==> src/rtl/rotary_encoder_bank.sv <==
// rtl/rotary_encoder_bank.sv - bank of quadrature encoder counters with push-button channel select
//
// One encoder (A/B plus push-button) drives a bank of CH_NUM counters. The
// button steps the active channel (sel). Quadrature steps update only the
// active channel.
//
// Optional input filter: define ROTARY_ENCODER_BANK_FILTER_EN to add a
// FILT_LEN-sample stability filter behind the synchronisers.
//
// Ports:
//   clk, rst            clock (rising edge), asynchronous active-high reset
//   a_pin, b_pin        raw quadrature inputs (idle high)
//   sw_pin              raw push-button (idle high); falling edge advances sel
//   load, load_ch, din  one-cycle load of din into channel load_ch
//   cnt_flat            all counters, channel k at [k*WIDTH +: WIDTH]
//   sel                 active channel index
//   step_vld, step_dir  one-cycle count pulse and its direction (1 = up)
//   err                 one-cycle pulse on an illegal quadrature jump (x4 only)
//   lim                 one-cycle pulse on a wrap or clamp event
module rotary_encoder_bank #(
  parameter int CH_NUM   = 10,
  parameter int WIDTH    = 32,
  parameter int X4_MODE  = 0,
  parameter int SATURATE = 0,
  parameter int FILT_LEN = 4
) (
  input  logic                    clk,
  input  logic                    rst,
  input  logic                    a_pin,
  input  logic                    b_pin,
  input  logic                    sw_pin,
  input  logic                    load,
  input  logic [3:0]              load_ch,
  input  logic [WIDTH-1:0]        din,
  output logic [CH_NUM*WIDTH-1:0] cnt_flat,
  output logic [3:0]              sel,
  output logic                    step_vld,
  output logic                    step_dir,
  output logic                    err,
  output logic                    lim
);

  localparam logic [WIDTH-1:0] ONE = 1;

  // Bit order for all 3-bit pin vectors: {a, b, sw}
  logic [2:0] sync1, sync2, filt, prev;

  // All pre-decode state presets high so the idle-high pins never look like
  // an edge when reset is released.
  always_ff @(posedge clk or posedge rst) begin
    if (rst) begin
      sync1 <= '1;
      sync2 <= '1;
    end else begin
      sync1 <= {a_pin, b_pin, sw_pin};
      sync2 <= sync1;
    end
  end

`ifdef ROTARY_ENCODER_BANK_FILTER_EN
  localparam int FW = (FILT_LEN > 1) ? $clog2(FILT_LEN) : 1;

  // fcnt counts how long sync2 has disagreed with filt; any agreement
  // restarts the qualification.
  logic [FW-1:0] fcnt [3];

  always_ff @(posedge clk or posedge rst) begin
    if (rst) begin
      filt <= '1;
      for (int i = 0; i < 3; i++) fcnt[i] <= '0;
    end else begin
      for (int i = 0; i < 3; i++) begin
        if (sync2[i] == filt[i]) begin
          fcnt[i] <= '0;
        end else if (fcnt[i] == FW'(FILT_LEN - 1)) begin
          filt[i] <= sync2[i];
          fcnt[i] <= '0;
        end else begin
          fcnt[i] <= fcnt[i] + 1'b1;
        end
      end
    end
  end
`else
  assign filt = sync2;
`endif

  always_ff @(posedge clk or posedge rst) begin
    if (rst) prev <= '1;
    else     prev <= filt;
  end

  logic a, b, sw;
  assign a  = filt[2];
  assign b  = filt[1];
  assign sw = filt[0];

  // Quadrature decode from previous and current {A,B}
  logic cnt_ev, dir, bad;
  always_comb begin
    cnt_ev = 1'b0;
    dir    = 1'b0;
    bad    = 1'b0;
    if (X4_MODE == 0) begin
      if (prev[2] && !a) begin
        cnt_ev = 1'b1;
        dir    = b;
      end
    end else begin
      case ({prev[2:1], a, b})
        4'b0001, 4'b0111, 4'b1110, 4'b1000: begin
          cnt_ev = 1'b1;
          dir    = 1'b1;
        end
        4'b0010, 4'b1011, 4'b1101, 4'b0100: begin
          cnt_ev = 1'b1;
          dir    = 1'b0;
        end
        // Both lines moved at once: direction unknown, flag and skip
        4'b0011, 4'b1100, 4'b0110, 4'b1001: bad = 1'b1;
        default: ;
      endcase
    end
  end

  logic sw_fall;
  assign sw_fall = prev[0] && !sw;

  logic [WIDTH-1:0] cnt [CH_NUM];
  logic [WIDTH-1:0] cur, nxt;
  logic             at_edge, load_ok, drop, take;

  always_comb begin
    cur = '0;
    for (int k = 0; k < CH_NUM; k++) begin
      if (sel == 4'(k)) cur = cnt[k];
    end
  end

  always_comb begin
    at_edge = dir ? (cur == {WIDTH{1'b1}}) : (cur == '0);
    if ((SATURATE != 0) && at_edge) nxt = cur;
    else if (dir)                   nxt = cur + ONE;
    else                            nxt = cur - ONE;
  end

  // A load to the channel being counted wins; the count is discarded entirely.
  assign load_ok = load && ({1'b0, load_ch} < 5'(CH_NUM));
  assign drop    = load_ok && (load_ch == sel);
  assign take    = cnt_ev && !drop;

  always_ff @(posedge clk or posedge rst) begin
    if (rst) begin
      for (int k = 0; k < CH_NUM; k++) cnt[k] <= '0;
      sel      <= '0;
      step_vld <= 1'b0;
      step_dir <= 1'b0;
      err      <= 1'b0;
      lim      <= 1'b0;
    end else begin
      for (int k = 0; k < CH_NUM; k++) begin
        if (load_ok && (load_ch == 4'(k)))  cnt[k] <= din;
        else if (take && (sel == 4'(k)))    cnt[k] <= nxt;
      end
      step_vld <= take;
      step_dir <= take && dir;
      lim      <= take && at_edge;
      err      <= bad;
      // Counting above uses the old sel, so a same-cycle press affects the next count
      if (sw_fall) sel <= (sel == 4'(CH_NUM - 1)) ? 4'd0 : sel + 4'd1;
    end
  end

  for (genvar k = 0; k < CH_NUM; k++) begin : g_flat
    assign cnt_flat[k*WIDTH +: WIDTH] = cnt[k];
  end

endmodule

==> config.mk <==
export PLATFORM = sky130hd
export DESIGN_NAME = rotary_encoder_bank
export DESIGN_NICKNAME = d
export VERILOG_FILES = /design/src/rtl/rotary_encoder_bank.sv
export SDC_FILE = /design/constraint.sdc
export NUM_CORES = 1
export LEC_CHECK = 0
export ABC_AREA = 1
export BUFFER_PORTS_ARGS = -buffer_cell sky130_fd_sc_hd__clkbuf_2
export CORE_ASPECT_RATIO = 0.8
export CORE_UTILIZATION = 35
export DETAILED_ROUTE_END_ITERATION = 6
export SLEW_MARGIN = 10
export SYNTH_ARGS = -nofsm -noshare
export SYNTH_HDL_FRONTEND = slang
export SYNTH_SLANG_ARGS = --single-unit
==> constraint.sdc <==
create_clock -name clk -period 20.4 [get_ports clk]
set_input_delay 3.06 -clock clk [delete_from_list [all_inputs] [get_ports clk]]
set_output_delay 3.06 -clock clk [all_outputs]
set_load 0.05 [all_outputs]
# ---- Word-level counts from Yosys, hierarchy flattened
# Cells that the tools add are included.
dict set report totals {
  output_inout_bits 328
  ff_bits 336
  word_cells 119
  inputBits 42
}
dict set report op_classes {
  add_sub_neg 3
  magnitude_cmp 1
  mux 35
  eq_ne 20
  n_reduce_logical 43
}
# cell n
set op_table {}
lappend op_table {{$mux W32} 31}
lappend op_table {{$add A32 B1 Y32 const B} 1}
lappend op_table {{$eq A32 B32 Y1 const B} 1}
lappend op_table {{$eq A4 B3 Y1 const B} 8}
lappend op_table {{$logic_not A32 Y1} 1}
lappend op_table {{$sub A32 B1 Y32 const B} 1}
lappend op_table {{$logic_and A1 B1 Y1} 27}
lappend op_table {{$reduce_bool A2 Y1} 10}
lappend op_table {{$eq A4 B2 Y1 const B} 4}
lappend op_table {{$eq A4 B4 Y1 const B} 4}
lappend op_table {{$eq A4 B1 Y1 const B} 2}
lappend op_table {{$logic_not A4 Y1} 2}
lappend op_table {{$add A4 B1 Y4 const B} 1}
lappend op_table {{$eq A4 B4 Y1} 1}
lappend op_table {{$lt A4 B4 Y1 const B} 1}
lappend op_table {{$mux W4} 1}
lappend op_table {{$logic_not A1 Y1} 3}
lappend op_table {{$mux W1} 3}

# ---- Depth between registers and ports, before layout
# Gate-level depths: netlist (run 1).
dict set report logic_depth {
  depth_word 15
  ltp_mapped 28
}

# ---- Least setup slack after synthesis (run 1)
# No wires, ideal clock.
dict set report synth_timing {
  kind {input to register}
  startpoint {input load_ch[2]}
  endpoint {register cnt (netlist bit cnt_flat[183])}
  setup_time_ns 0.118
  slack_ns 15.543
  path_buffers 1
  cell_stages 13
  arrival_time_ns 4.738
  path_cell_list {o21ai_0 nand2_1 inv_1 nand3_1 nor2_1 clkinv_1 nand2_1 inv_2 clkbuf_1 nand2_1 o21ai_0 inv_1 nand2_1}
}
dict set report synth_between {
  elab_chain_cells 7
  elab_cells_between_ends 11
}
# element line
set synth_lines {}
lappend synth_lines {{start: declaration} 33} ;# input logic [3:0] load_ch,
lappend synth_lines {{$lt A4 B4 Y1} 148} ;# assign load_ok = load && ({1'b0, load_ch} < 5'(CH_NUM));
lappend synth_lines {{$logic_and A1 B1 Y1} 148}
lappend synth_lines {{$logic_and A1 B1 Y1} 149} ;# assign drop = load_ok && (load_ch == sel);
lappend synth_lines {{$logic_not A1 Y1} 150} ;# assign take = cnt_ev && !drop;
lappend synth_lines {{$logic_and A1 B1 Y1} 150}
lappend synth_lines {{$logic_and A1 B1 Y1} 163} ;# else if (take && (sel == 4'(k))) cnt[k] <= nxt;
lappend synth_lines {{$reduce_bool A2 Y1 (no line)} --}
lappend synth_lines {{end signal: indexed assignment} 162} ;# if (load_ok && (load_ch == 4'(k))) cnt[k] <= din;
lappend synth_lines {{end signal: indexed assignment} 163}
lappend synth_lines {{end: declaration} 129} ;# logic [WIDTH-1:0] cnt [CH_NUM];
# Parallel ways exist; a longest one is shown, timed or not.
# A chain may end at the register's enable or synchronous reset.

# ---- Worst setup path after layout (run 1)
dict set report layout_timing {
  startpoint {input load_ch[3]}
  endpoint {register cnt (netlist bit cnt_flat[155])}
}
# The elaborated chain is that of the path after synthesis.

==> results of run 1 <==
[worst max-delay path, cell delays in order]
cell	delay, ns
clkbuf_2	0.12
o21ai_0	0.09
nand2_1	0.14
inv_1	0.10
nand4_1	0.17
nand2_1	0.32
nor2_1	0.82
inv_1	0.64
nand2_1	0.65
inv_1	0.47
nand2_1	0.14
o21ai_0	0.08
o21bai_1	0.19
[flip-flops by register name, indices dropped and copies added, names as in the netlist]
register / count
sync1: 3
step_dir: 1
prev: 2
filt: 3
cnt_flat: 320
lim: 1
sel: 4
step_vld: 1
[stage by stage]
| step | worst slack (ns) | instances | instance area (µm²) | hold slack (ns) |
|---|---|---|---|---|
| after global routing | 13.61 | 3384 | 22290 | 0.3564 |
| after floorplan | 8.072 | 2344 | 18470 | 0.3452 |
| after CTS | 14.01 | 3384 | 22280 | 0.3553 |
| final | 13.80 | 3386 | 22290 | 0.3539 |
| after global placement | 13.73 | 3312 | 20990 | 0.3475 |
| after detailed placement | 13.49 | 3312 | 20990 | 0.3473 |
[layout make-up]
class / instances / area share, %
inverters: 256 / 4.345
multi-input cells: 1633 / 38.90
well taps: 684 / 3.839
flip-flops and latches: 335 / 37.65
diodes: 2 / 0.02245
clock buffers: 61 / 5.293
repair buffers: 404 / 9.475
clock inverters: 11 / 0.4715
[layout by cell type (no fill, tap or decap), drive strengths merged, types with 40 or more instances in the layout]
cell	count
a21oi	87
clkbuf	429
dfrtp	327
inv	232
nand2	730
nand3	100
nand4	40
nor2	141
o21ai	87
o21bai	50
o221ai	159
o22ai	60
[cells by family after synthesis]
kind of cell,Yosys count
compound gates,528
xor+xnor,25
fa+ha+maj,31
buf+inv,376
flops,335
other cells,1
simple gates,1048
[metal layers]
layer  up-vias  wire length (µm)  GRT usage (%)
met1      9926             36430          45.01
li1       8666                 -              -
met4         4              3619          12.71
met3       191              9876          7.888
met2      1388             39530          49.63
met5         -                28              0
[Yosys cell counts (30+ instances only)]
cell,count
o221ai_1,159
dfrtp_1,327
nand3_1,98
nand4_1,40
o21ai_0,79
inv_1,212
ha_1,30
o21bai_1,50
o211ai_1,39
o22ai_1,60
clkbuf_1,98
nor2_1,135
nand2_1,726
a21oi_1,87
[path summary, 6_finish.rpt]
| kind | startpoint | end | slack, ns | cells past startpoint |
|---|---|---|---|---|
| max | load_ch[3] | cnt_flat[155] | 13.80 | 13 |
| min | sync1[1] | filt[1] | 0.35 | 0 |
| max reg2reg | sel[2] | cnt_flat[92] | 14.11 | 22 |
| min reg2reg | sync1[1] | filt[1] | 0.35 | 0 |
| max in group asynchronous | rst | cnt_flat[288] | 15.24 | 4 |
| min in group asynchronous | rst | cnt_flat[124] | 2.74 | 2 |
==> results.sh, run 1 <==
export IMPL_drive_gt1_share_pct=19.81
export IMPL_totalWireLength_um=89490
export IMPL_final_util_pct=43.22
export IMPL_fin_crit_ns=6.596
export IMPL_rows=74
export IMPL_hold_class="flop to flop"
export IMPL_finalCritPeriodShare_pct=32.33
export IMPL_clock_latency_ns=0.56
export IMPL_setup_viol=0
export IMPL_clkSinkCount=335
export IMPL_dr_pass1_iters=7
export IMPL_track_usage_pct=32.78
export IMPL_syn_inst=2344
export IMPL_hpwl_um=67260
export IMPL_synth_ff_type="dfrtp_1"
export IMPL_ant_nets=0
export IMPL_synthDominantCellAreaShare_pct=44.31
export IMPL_cts_root_buf="clkbuf_16"
export IMPL_worstMarginPinSlew_ns=1.205
export IMPL_yosys_register_bits=335
export IMPL_postCtsSetupBuffers=0
export IMPL_startpoint_type="input port"
export IMPL_syn_to_final_growth_pct=20.71
export IMPL_cts_tree="built"
export IMPL_cts_clk_slew_worst_paths_ns=0.06
export IMPL_max_freq_ghz=0.1516
export IMPL_synth_enable_flop_cells=0
export IMPL_crit_required_ns=20.80
export IMPL_antenna_found_initial=3
export IMPL_ioPinCount=370
export IMPL_cts_hold_buffers=0
export IMPL_cts_made_buffers=39
export IMPL_initial_core_util_pct=35.81
export IMPL_final_hold_violation_count=0
export IMPL_wl_per_cell_um=26.43
export IMPL_nFillCells=5292
export IMPL_cts_buffer_depth=3
export IMPL_worstSetupPathType="input port to flop"
export IMPL_drtIter0Drc=2579
export IMPL_synth_top_area_cell="dfrtp_1"
export IMPL_clock_skew_ns=0.03140
export IMPL_drv_cap=0
export IMPL_grt_pass1_wl_um=130500
export IMPL_synth_compound_area_share_pct=19.91
export IMPL_grt_pass1_vias=19040
export IMPL_cts_resized_gates=0
export IMPL_relSlewSlack_pct=19.29
export IMPL_postSynthAreaPerCell_um2=7.878
export IMPL_synth_area_leaders="dfrtp_1 (44%), nand2_1 (15%), o221ai_1 (7.5%)"
export IMPL_critPathCaptureType="flop"
export IMPL_synthXorXnorAreaFrac_pct=1.470
export IMPL_synth_cell_types=50
export IMPL_multi_input_comb_area_um2=8671
export IMPL_synth_simple_area_share_pct=23.21
export IMPL_grt_overflow=0
export IMPL_dieArea_um2=53690
export IMPL_fin_setup_tns_ns=0
export IMPL_syn_nets=2417
export IMPL_synth_top_family_by_area="simple AND/OR/NAND/NOR gates"
export IMPL_ff_latch_area_um2=8393
export IMPL_drc_errors=0
export IMPL_grt_max_degree=139
export IMPL_h_tree_depth=2
export IMPL_synth_fa_ha_area_share_pct=2.141
export IMPL_portBuffers=368
export IMPL_yosys_warnings=0
export IMPL_core_um2=51570
export IMPL_ys_seq_area_share_pct=45.45
export IMPL_synthMuxAreaShare_pct=0
export IMPL_worstPathArrival_ns=6.99
export IMPL_outcome="finished clean"
export IMPL_vias=20180
export IMPL_synth_area_um2=18470
export IMPL_finalNetCount=2742
export IMPL_die_h_um=207.5
export IMPL_place_gp_congestion=0.9532
export IMPL_drv_slew=0
export IMPL_vias_per_cell=5.958
export IMPL_die_x_um=258.8
export IMPL_cp_max_fo=21
export IMPL_synthArstFlopShare_pct=100.0
export IMPL_rsz0062_at_grt="no"
Power of run 1 is left out: the tool's default activity adds up to more than one toggle a clock period on the data nets, which glitch-free logic cannot reach.
==> run 2, diff against run 1 <==
==> constraint.sdc (replaced) <==
create_clock -name clk -period 5.9 [get_ports clk]
set_input_delay 0.885 -clock clk [delete_from_list [all_inputs] [get_ports clk]]
set_output_delay 0.885 -clock clk [all_outputs]
set_load 0.05 [all_outputs]
==> run 2 against run 1 <==
Effect of this change:
- sequential cell count unchanged
- clock-buffer cell count decreased by 1
- via count increased by 0.88%
- die area unchanged
- global-route usage increased by 0.92 points
- worst hold slack got worse by 0.029 ns
- first-iteration DRC count increased by 0.66%
- setup slack got worse by 13 ns
- design area increased by 1.0%
- final cell count increased by 0.89%
- core utilization increased by 0.43 points
- critical path type is now flop to flop
- largest cell class unchanged
- highest routed layer unchanged
==> results.sh, run 2 (same netlist as run 1, synthesis figures left out) <==
export IMPL_outcome="finished clean"
export IMPL_cts_hold_buffers=0
export IMPL_portBuffers=368
export IMPL_rows=74
export IMPL_crit_required_ns=6.35
export IMPL_antenna_found_initial=4
export IMPL_grt_overflow=0
export IMPL_dr_pass1_iters=6
export IMPL_worstSetupPathType="flop to flop"
export IMPL_slowest_delay_ns=0.68
export IMPL_syn_to_final_growth_pct=21.92
export IMPL_drv_slew=0
export IMPL_slowest_stage="inv_1"
export IMPL_relSlewSlack_pct=17.49
export IMPL_hpwl_um=69440
export IMPL_clock_latency_ns=0.58
export IMPL_critPathCaptureType="flop"
export IMPL_grt_pass1_wl_um=133500
export IMPL_ant_nets=0
export IMPL_drc_errors=0
export IMPL_insertedDiodeCount=0
export IMPL_cp_common_cell="nand2_1"
export IMPL_initial_core_util_pct=35.81
export IMPL_drive_gt1_share_pct=20.53
export IMPL_track_usage_pct=33.70
export IMPL_finalNetCount=2777
export IMPL_cts_tree="built"
export IMPL_setup_viol=0
export IMPL_cts_buffer_depth=3
export IMPL_die_x_um=258.8
export IMPL_layout_common_cells="nand2_1 (726), clkbuf_2 (368), dfrtp_1 (327)"
export IMPL_finalCritPeriodShare_pct=87.69
export IMPL_max_freq_ghz=0.1933
export IMPL_cts_resized_gates=0
export IMPL_vias_per_cell=5.958
export IMPL_multi_input_comb_area_um2=8633
export IMPL_grt_pass1_vias=19280
export IMPL_cts_made_buffers=39
export IMPL_fin_setup_tns_ns=0
export IMPL_final_common_cell="nand2_1"
export IMPL_largest_reg_flops=320
export IMPL_wl_per_cell_um=26.98
export IMPL_dieArea_um2=53690
export IMPL_drtIter0Drc=2596
export IMPL_cp_cell_sequence="nor2_2 -> nand2_1 -> inv_1 -> a21oi_1 -> nand4_1 -> nor2_1 -> o21ai_1 -> ha_1 -> a21o_1 -> a21oi_1 -> o21ai_2 -> a21boi_0 -> o21ai_0 -> nand2_1 -> nand2_1 -> nand2_1 -> nand2_1 -> o221ai_1"
export IMPL_cts_root_buf="clkbuf_16"
export IMPL_clock_skew_ns=0.02306
export IMPL_rsz0062_at_grt="no"
export IMPL_startpoint_type="flop"
export IMPL_place_gp_congestion=0.9942
export IMPL_cts_clk_slew_worst_paths_ns=0.06
export IMPL_h_tree_depth=2
export IMPL_nFillCells=5290
export IMPL_final_hold_violation_count=0
export IMPL_ff_latch_area_um2=8393
export IMPL_core_um2=51570
export IMPL_totalWireLength_um=92180
export IMPL_vias=20350
export IMPL_clkSinkCount=335
export IMPL_postCtsSetupBuffers=0
export IMPL_drv_cap=0
export IMPL_hold_class="input port to async pin"
export IMPL_fin_crit_ns=5.174
export IMPL_die_h_um=207.5
export IMPL_cp_max_fo=16
export IMPL_ioPinCount=370
export IMPL_worstMarginPinSlew_ns=1.229
export IMPL_grt_max_degree=138
export IMPL_worstPathArrival_ns=5.63
run 2: cell count changes in the layout (fill, tap and decap cells not counted), sizes merged:
cell | previous run | this run
buf | 36 | 71
bufinv | 1 | 3
clkbuf | 429 | 428
clkinv | 33 | 28
diode | 2 | 0
inv | 232 | 233
run 2: critical path: cells and delay by family (launching register included):
family | cells | cell delay, ns
flip-flops | 1 | 0.47
adder cells (fa/ha/maj) | 1 | 0.37
AND/OR/NAND/NOR | 8 | 1.47
buffers and inverters | 1 | 0.68
AO/OA/AOI/OAI | 8 | 2.05
run 2: worst paths after layout:
path	start	end	slack [ns]	cells past startpoint
max	sel[2]	cnt_flat[88]	0.73	18
min	rst	cnt_flat[23]	0.32	2
max reg2reg	sel[2]	cnt_flat[88]	0.73	18
min reg2reg	sync1[0]	filt[0]	0.36	0
max in group asynchronous	rst	cnt_flat[20]	4.19	3
min in group clk	sync1[0]	filt[0]	0.36	0
run 2: stage by stage:
stage / worst slack [ns] / hold WS [ns] / cell area [µm²] / std cells / utilization [%]
final: 0.7264 / 0.3244 / 22510 / 3416 / 43.66
after global routing: 0.4325 / 0.3468 / 22510 / 3416 / 43.66
after CTS: 0.8375 / 0.3362 / 22510 / 3416 / 43.66
after detailed placement: 0.8529 / 0.3493 / 21230 / 3347 / 41.17
after global placement: 0.8029 / 0.3494 / 21230 / 3347 / 41.17
after floorplan: 0.5449 / 0.3452 / 18470 / 2344 / -
run 2: final cells by class:
class,count,area share (%)
multi-input combinational,1633,38.35
sequential,335,37.28
timing repair buffer,439,10.60
clock buffer,60,5.085
inverter,256,4.285
tap,684,3.801
clock inverter,9,0.6002
run 2: metal layers:
| metal | global-route usage [%] | vias to the layer above | wire, µm |
|---|---|---|---|
| li1 | - | 8741 | - |
| met1 | 46.85 | 9947 | 37820 |
| met2 | 50.85 | 1412 | 40420 |
| met3 | 7.265 | 244 | 9957 |
| met4 | 13.36 | 8 | 3927 |
| met5 | 0 | - | 46 |
Power of run 2 is left out for the same reason.
